### src/rtl/checkpoint_seq_monitor_if.sv
// Checkpoint monitor bus: firmware-driven checkbits, programmed signature list,
// timeout budget and start pulse in; status, failing index and elapsed cycles out.
interface checkpoint_seq_monitor_if #(
  parameter int WIDTH   = 16,
  parameter int NUM_CHK = 4,
  parameter int CNT_W   = 24
);
  localparam int IW = $clog2(NUM_CHK + 1);

  logic [WIDTH-1:0]         checkbits_i;
  logic [NUM_CHK*WIDTH-1:0] chk_vals_i;
  logic [CNT_W-1:0]         timeout_cycles_i;
  logic                     start_i;
  logic                     busy_o;
  logic                     pass_o;
  logic                     fail_o;
  logic [1:0]               fail_code_o;
  logic [IW-1:0]            chk_idx_o;
  logic [CNT_W-1:0]         cycles_o;

  // Stimulus / firmware side
  modport master (
    output checkbits_i, chk_vals_i, timeout_cycles_i, start_i,
    input  busy_o, pass_o, fail_o, fail_code_o, chk_idx_o, cycles_o
  );

  // Monitor side
  modport slave (
    input  checkbits_i, chk_vals_i, timeout_cycles_i, start_i,
    output busy_o, pass_o, fail_o, fail_code_o, chk_idx_o, cycles_o
  );
endinterface

### src/rtl/checkpoint_seq_monitor.sv
// Checkpoint sequence monitor: synchronises and glitch-filters a checkbits bus,
// then checks that NUM_CHK programmed signatures appear in order within a budget.

// One comparator lane: does the filtered bus equal this checkpoint's signature.
module checkpoint_seq_monitor_cmp #(
  parameter int WIDTH = 16
) (
  input  logic [WIDTH-1:0] i_val,
  input  logic [WIDTH-1:0] i_ref,
  output logic             o_hit
);
  assign o_hit = (i_val == i_ref);
endmodule

module checkpoint_seq_monitor #(
  parameter int WIDTH      = 16,
  parameter int NUM_CHK    = 4,
  parameter int STABLE_CYC = 4,
  parameter int CNT_W      = 24
) (
  input  logic                      wb_clk_i,
  input  logic                      wb_rst_i,
  checkpoint_seq_monitor_if.slave   bus
);
  localparam int IW = $clog2(NUM_CHK + 1);
  localparam int SW = $clog2(STABLE_CYC + 1);

  typedef enum logic [1:0] {
    S_IDLE  = 2'd0,
    S_ARMED = 2'd1,
    S_PASS  = 2'd2,
    S_FAIL  = 2'd3
  } state_t;

  // Input path
  logic [WIDTH-1:0]   r_sync1;
  logic [WIDTH-1:0]   r_cb_s;
  logic [SW-1:0]      r_stab;
  logic               r_evt;
  logic               w_same;

  // Sequence state
  state_t             r_state,  w_state_nxt;
  logic [IW-1:0]      r_idx,    w_idx_nxt;
  logic [CNT_W-1:0]   r_cycles, w_cycles_nxt;
  logic               r_pass,   w_pass_nxt;
  logic               r_fail,   w_fail_nxt;
  logic [1:0]         r_code,   w_code_nxt;

  // Checkpoint match vector and its view relative to the expected index
  logic [NUM_CHK-1:0] w_hit;
  logic               w_cur;
  logic               w_ahead;
  logic               w_tmo;

  // The synchronised sample will keep its value across the coming edge
  assign w_same = (r_sync1 == r_cb_s);

  // Two-flop synchroniser plus stability counter; event pulses once per stable value
  always_ff @(posedge wb_clk_i) begin
    if (wb_rst_i) begin
      r_sync1 <= '0;
      r_cb_s  <= '0;
      r_stab  <= '0;
      r_evt   <= 1'b0;
    end else begin
      r_sync1 <= bus.checkbits_i;
      r_cb_s  <= r_sync1;
      // Arming discards stability history so a value already on the bus
      // must be re-observed for a full window before it counts.
      if (bus.start_i || !w_same) begin
        r_stab <= '0;
        r_evt  <= 1'b0;
      end else if (r_stab != SW'(STABLE_CYC)) begin
        r_stab <= r_stab + 1'b1;
        r_evt  <= (r_stab == SW'(STABLE_CYC - 1));
      end else begin
        r_evt  <= 1'b0;
      end
    end
  end

  for (genvar k = 0; k < NUM_CHK; k++) begin : g_lane
    checkpoint_seq_monitor_cmp #(.WIDTH(WIDTH)) u_cmp (
      .i_val (r_cb_s),
      .i_ref (bus.chk_vals_i[k*WIDTH +: WIDTH]),
      .o_hit (w_hit[k])
    );
  end

  // Split matches into "the expected checkpoint" and "a later checkpoint"
  always_comb begin
    w_cur   = 1'b0;
    w_ahead = 1'b0;
    for (int k = 0; k < NUM_CHK; k++) begin
      if (k == int'(r_idx)) w_cur   = w_cur   | w_hit[k];
      if (k >  int'(r_idx)) w_ahead = w_ahead | w_hit[k];
    end
  end

  assign w_tmo = (bus.timeout_cycles_i != '0) && (r_cycles == bus.timeout_cycles_i);

  // Sequence state register
  always_ff @(posedge wb_clk_i) begin
    if (wb_rst_i) begin
      r_state  <= S_IDLE;
      r_idx    <= '0;
      r_cycles <= '0;
      r_pass   <= 1'b0;
      r_fail   <= 1'b0;
      r_code   <= 2'd0;
    end else begin
      r_state  <= w_state_nxt;
      r_idx    <= w_idx_nxt;
      r_cycles <= w_cycles_nxt;
      r_pass   <= w_pass_nxt;
      r_fail   <= w_fail_nxt;
      r_code   <= w_code_nxt;
    end
  end

  // Next-state: start re-arms from anywhere; in ARMED a match beats order
  // violation, which beats timeout; the counter only advances on quiet cycles.
  always_comb begin
    w_state_nxt  = r_state;
    w_idx_nxt    = r_idx;
    w_cycles_nxt = r_cycles;
    w_pass_nxt   = r_pass;
    w_fail_nxt   = r_fail;
    w_code_nxt   = r_code;
    if (bus.start_i) begin
      w_state_nxt  = S_ARMED;
      w_idx_nxt    = '0;
      w_cycles_nxt = '0;
      w_pass_nxt   = 1'b0;
      w_fail_nxt   = 1'b0;
      w_code_nxt   = 2'd0;
    end else begin
      case (r_state)
        S_ARMED: begin
          if (r_evt && w_cur) begin
            w_idx_nxt = r_idx + 1'b1;
            if (r_idx == IW'(NUM_CHK - 1)) begin
              w_state_nxt = S_PASS;
              w_pass_nxt  = 1'b1;
            end
          end else if (r_evt && w_ahead) begin
            w_state_nxt = S_FAIL;
            w_fail_nxt  = 1'b1;
            w_code_nxt  = 2'd2;
          end else if (w_tmo) begin
            w_state_nxt = S_FAIL;
            w_fail_nxt  = 1'b1;
            w_code_nxt  = 2'd1;
          end else if (r_cycles != '1) begin
            w_cycles_nxt = r_cycles + 1'b1;
          end
        end
        default: ;
      endcase
    end
  end

  assign bus.busy_o      = (r_state == S_ARMED);
  assign bus.pass_o      = r_pass;
  assign bus.fail_o      = r_fail;
  assign bus.fail_code_o = r_code;
  assign bus.chk_idx_o   = r_idx;
  assign bus.cycles_o    = r_cycles;
endmodule
### src/flat_wrapper.sv
// flat-port wrapper written by rule: the top's interface ports become plain ports
module checkpoint_seq_monitor_flat 
#(
  parameter int WIDTH      = 16,
  parameter int NUM_CHK    = 4,
  parameter int STABLE_CYC = 4,
  parameter int CNT_W      = 24
)
  (wb_clk_i, wb_rst_i, bus_checkbits_i, bus_chk_vals_i, bus_timeout_cycles_i, bus_start_i, bus_busy_o, bus_pass_o, bus_fail_o, bus_fail_code_o, bus_chk_idx_o, bus_cycles_o);
  checkpoint_seq_monitor_if #(.WIDTH(WIDTH), .NUM_CHK(NUM_CHK), .CNT_W(CNT_W)) bus_i ();
  input  logic wb_clk_i;
  input  logic wb_rst_i;
  input wire logic [$bits(bus_i.checkbits_i)-1:0] bus_checkbits_i;
  input wire logic [$bits(bus_i.chk_vals_i)-1:0] bus_chk_vals_i;
  input wire logic [$bits(bus_i.timeout_cycles_i)-1:0] bus_timeout_cycles_i;
  input wire logic [$bits(bus_i.start_i)-1:0] bus_start_i;
  output wire logic [$bits(bus_i.busy_o)-1:0] bus_busy_o;
  output wire logic [$bits(bus_i.pass_o)-1:0] bus_pass_o;
  output wire logic [$bits(bus_i.fail_o)-1:0] bus_fail_o;
  output wire logic [$bits(bus_i.fail_code_o)-1:0] bus_fail_code_o;
  output wire logic [$bits(bus_i.chk_idx_o)-1:0] bus_chk_idx_o;
  output wire logic [$bits(bus_i.cycles_o)-1:0] bus_cycles_o;
  assign bus_i.checkbits_i = bus_checkbits_i;
  assign bus_i.chk_vals_i = bus_chk_vals_i;
  assign bus_i.timeout_cycles_i = bus_timeout_cycles_i;
  assign bus_i.start_i = bus_start_i;
  assign bus_busy_o = bus_i.busy_o;
  assign bus_pass_o = bus_i.pass_o;
  assign bus_fail_o = bus_i.fail_o;
  assign bus_fail_code_o = bus_i.fail_code_o;
  assign bus_chk_idx_o = bus_i.chk_idx_o;
  assign bus_cycles_o = bus_i.cycles_o;
  checkpoint_seq_monitor #(.WIDTH(WIDTH), .NUM_CHK(NUM_CHK), .STABLE_CYC(STABLE_CYC), .CNT_W(CNT_W)) u_core (.wb_clk_i(wb_clk_i), .wb_rst_i(wb_rst_i), .bus(bus_i));
endmodule
### config.mk
export PLATFORM = sky130hd
export DESIGN_NAME = checkpoint_seq_monitor_flat
export DESIGN_NICKNAME = d
export VERILOG_FILES = /design/src/rtl/checkpoint_seq_monitor_if.sv /design/src/rtl/checkpoint_seq_monitor.sv /design/src/flat_wrapper.sv
export SDC_FILE = /design/constraint.sdc
export NUM_CORES = 1
export LEC_CHECK = 0
export BUFFER_PORTS_ARGS = -buffer_cell sky130_fd_sc_hd__buf_2
export CORE_MARGIN = 1.5
export CORE_UTILIZATION = 38
export DETAILED_ROUTE_END_ITERATION = 8
export PLACE_DENSITY = 0.74
export SYNTH_ARGS = -nofsm -noshare
export SYNTH_HDL_FRONTEND = slang
export SYNTH_SLANG_ARGS = --single-unit
export TNS_END_PERCENT = 30
### constraint.sdc
create_clock -name wb_clk_i -period 3 [get_ports wb_clk_i]
set_input_delay 0.6 -clock wb_clk_i [delete_from_list [all_inputs] [get_ports wb_clk_i]]
set_output_delay 0.6 -clock wb_clk_i [all_outputs]
set_load 0.05 [all_outputs]
==> out/results.ini <==
[outcome]
outcome = completed

[synth]
asyncSetResetFlopFracSynth = 0
yosysMostFrequentCell = xor2_1
syn-mean-instance-area_um2 = 8.74
yosysSeqAreaShare = 0.339
synthesis.area_mm2 = 0.00407
yosys_register_bits = 69
synth_flop_cell = dfxtp_1
area_fraction_in_compound_gates_after_synthesis = 0.0811
synth.area.mux_share = 0.00522
syn_inst = 466
postSynthNetCount = 582
synth-edff-count = 0
combinational_family_with_the_most_area_after_synthesis = simple AND/OR/NAND/NOR gates
yosys.cell_types.count = 41
synth_commonest_cells = xor2_1 (76), dfxtp_1 (69), nor2b_1 (33), xnor2_1 (33), nor4_1 (31)
yosys_warnings = 0
ys_top_cells_by_area = dfxtp_1 (34%), xor2_1 (16%), xnor2_1 (7.1%)
synthDominantCellAreaShare = 0.339
xor_xnor_share_of_the_synthesized_area = 0.234
post-synth-top-area-cell = dfxtp_1
synthSimpleGateAreaFrac = 0.260
synth_adder_area_share = 0.0277

[timing]
timing_max_transition_violations_final = 0
grt_setup_unrepaired = false
post-route-min-period_ps = 2760
hold_ws_ps = 467
setup_ws_ps = 241
finalCritPeriodShare = 0.920
relSlewSlack = 0.579
clock_skew_ps = 11.7
timing.setup.tns_ps = 0
report.final.setup_viol = 0
worst_slew_pin_slew_ps = 629
report.final.hold_viol_count = 0
top_achievable_clock_speed_ghz = 0.362

[floorplan]
die_width_um = 107
io_pins = 139
floorplan.die_area_mm2 = 0.0113
core_mm2 = 0.0104
core.rowCount = 37
die_y_um = 107
floorplan.initialDensity = 0.393

[placement]
gp_congestion = 0.902
io_buffer_count = 138
dp_hpwl_um = 9050
place_ws_ps = 39.5

[cells_and_area]
drive_above_1_share = 0.292
antenna_diode_count = 0
finish.net_count = 718
fill_cells = 1024
flow.area_growth_from_synthesis_pct = 25.1
layout.core_utilization = 0.491

[clock_tree]
cts_stage_hold_buffer_count = 0
numClockSinks = 69
cts.root.buffer_cell = clkbuf_8
h_tree_levels = 3
post-cts-setup-buffers = 0
cts_inserted_buffers = 9
cts_resized = 0
clkLatencyLatePin_ps = 340
clk_transition_reported_paths_ps = 80
clockBufferDepth = 2
cts_tree = done

[critical_path]
crit_path_max_fanout = 17
worst_setup_end_kind = register
cp_cell_sequence = xor2_1 -> nor4_1 -> buf_4 -> nand4_1 -> o22ai_1 -> a311oi_4 -> nand3_2 -> buf_4 -> or3_1 -> a21oi_1
cp-start-kind = register
slowest_stage = dfxtp_1
start_to_end_type_of_the_worst_setup_path = reg -> reg
timing.critical_path.arrival_ps = 3030
worst-endpoint-required_ps = 3270
delay_contributed_by_the_slowest_stage_of_the_critical_path_ps = 510
crit_top_cell = buf_4

[global_routing]
gr_overflow_total = 0
initial_antenna_violation_count = 0
via_count_of_the_first_global_routing_pass = 3663
grt_start_max_net_pins = 37
grt.total_usage = 0.204
grt_first_pass_wirelength_um = 18300

[power]
power_density_mw_per_mm2 = 407
ir_worst_vdd_uv = 243
internal_power_w = 0.00156
swShare = 0.246
power.clock.fraction = 0.407
seq_power_share = 0.467
sum_of_internal_switching_and_leakage_power_w = 0.00207
p_leak_nw = 2.21
p_switching_w = 0.000510
pwr-share-comb = 0.126

[drt]
wirelength_met1_um = 4760
route.vias.total = 3816
antenna_violating_nets_post_route = 0
wl_met3_um = 707
totalWireLength_um = 11300
detail_route.drc_violations = 0
drt_iter0_drc = 195
wl_met2_um = 5720
drt_pre_antenna_iters = 5
top_layer = met4
vias_per_cell = 5.14
detail_route.wl_per_cell_um = 15.2

[hold_path]
min-delay-path-class = reg -> reg

[job]
max_cap_viol_count = 0

power groups by stage:
stage | logic (W) | clock network (W) | registers (W)
floorplan | 0.000163 | 0 | 0.000970
global placement | 0.000252 | 0 | 0.000988
detailed placement | 0.000259 | 0 | 0.000988
CTS | 0.000261 | 0.000857 | 0.000967
global route | 0.000287 | 0.000896 | 0.000970
finish | 0.000261 | 0.000842 | 0.000968
critical path: cells and delay by family, from the launching register on:
kind	cells	cell delay (ps)
DFF	1	510
and+or+nand+nor	4	900
AOI/OAI and AO/OA	3	660
buffers and inverters	2	430
xor gates and xnor gates	1	190
cells in the final DEF, fill, tap and decap left out, types with 2 or more instances in the layout:
master and count:
o21ai_0 17, and4_1 4, nor4_1 31, xor2_1 76
bufinv_16 2, a31oi_1 2, inv_1 8, o21a_1 2
nor3_1 2, ha_1 9, clkinv_2 2, dfxtp_1 69
nand2b_1 2, and2_1 2, and3_1 5, nand3_1 14
or4_1 5, buf_4 16, clkbuf_8 10, nand4_1 18
or4b_1 2, xnor2_1 33, or2_2 3, buf_2 138
nor2b_1 33, o31ai_1 4, nand2_1 26, a21oi_1 22
nor2_1 22, o31a_1 2, or3_1 13
kinds of logic after synthesis:
group | count (synthesis)
buffers and inverters | 37
AO/OA/AOI/OAI | 54
adder cells (fa/ha/maj) | 9
multiplexers | 2
AND/OR/NAND/NOR | 186
XOR/XNOR | 109
flip-flops | 69
metal layers:
layer | vias up | global-route usage
met5 | - | 0
met4 | 0 | 0.0562
met3 | 16 | 0.0429
met2 | 128 | 0.359
met1 | 1787 | 0.252
li1 | 1885 | -
stage by stage:
step                area, µm²  instances
finish                   5090        743
CTS                      5090        743
global placement         4870        727
floorplan                4070        466
global route             5090        743
detailed placement       4870        727
final timing paths:
| check | from | endpoint | slack [ps] | cells after the start |
|---|---|---|---|---|
| hold / removal | u_core.bus.fail_o$_SDFFE_PP0P_ | u_core.bus.fail_o$_SDFFE_PP0P_ | 470 | 1 |
| setup / recovery | u_core.r_cb_s[13]$_SDFF_PP0_ | u_core.bus.cycles_o[10]$_SDFFE_PP0P_ | 240 | 10 |
| setup reg to reg | u_core.r_cb_s[13]$_SDFF_PP0_ | u_core.bus.cycles_o[10]$_SDFFE_PP0P_ | 240 | 10 |
| hold reg to reg | u_core.bus.fail_o$_SDFFE_PP0P_ | u_core.bus.fail_o$_SDFFE_PP0P_ | 470 | 1 |
sequential cells by signal, indices dropped and copies added, names as in the netlist:
name and count:
u_core.bus.chk_idx_o 3, u_core.bus.fail_o 1, u_core.r_state 2, u_core.r_evt 1
u_core.r_cb_s 16, u_core.bus.fail_code_o 2, u_core.r_sync1 16, u_core.bus.pass_o 1
u_core.r_stab 3, u_core.bus.cycles_o 24
layout make-up:
class                           count  area (µm²)  share of cell area
Multi-Input combinational cell    360        2480               0.486
Sequential cell                    69        1380               0.271
Timing Repair Buffer              154         811               0.159
Tap cell                          136         170              0.0334
Clock buffer                       10         138              0.0270
Clock inverter                      6        86.3              0.0169
Inverter                            8        30.0             0.00590
No activity file was read; power rests on OpenSTA's default activity.
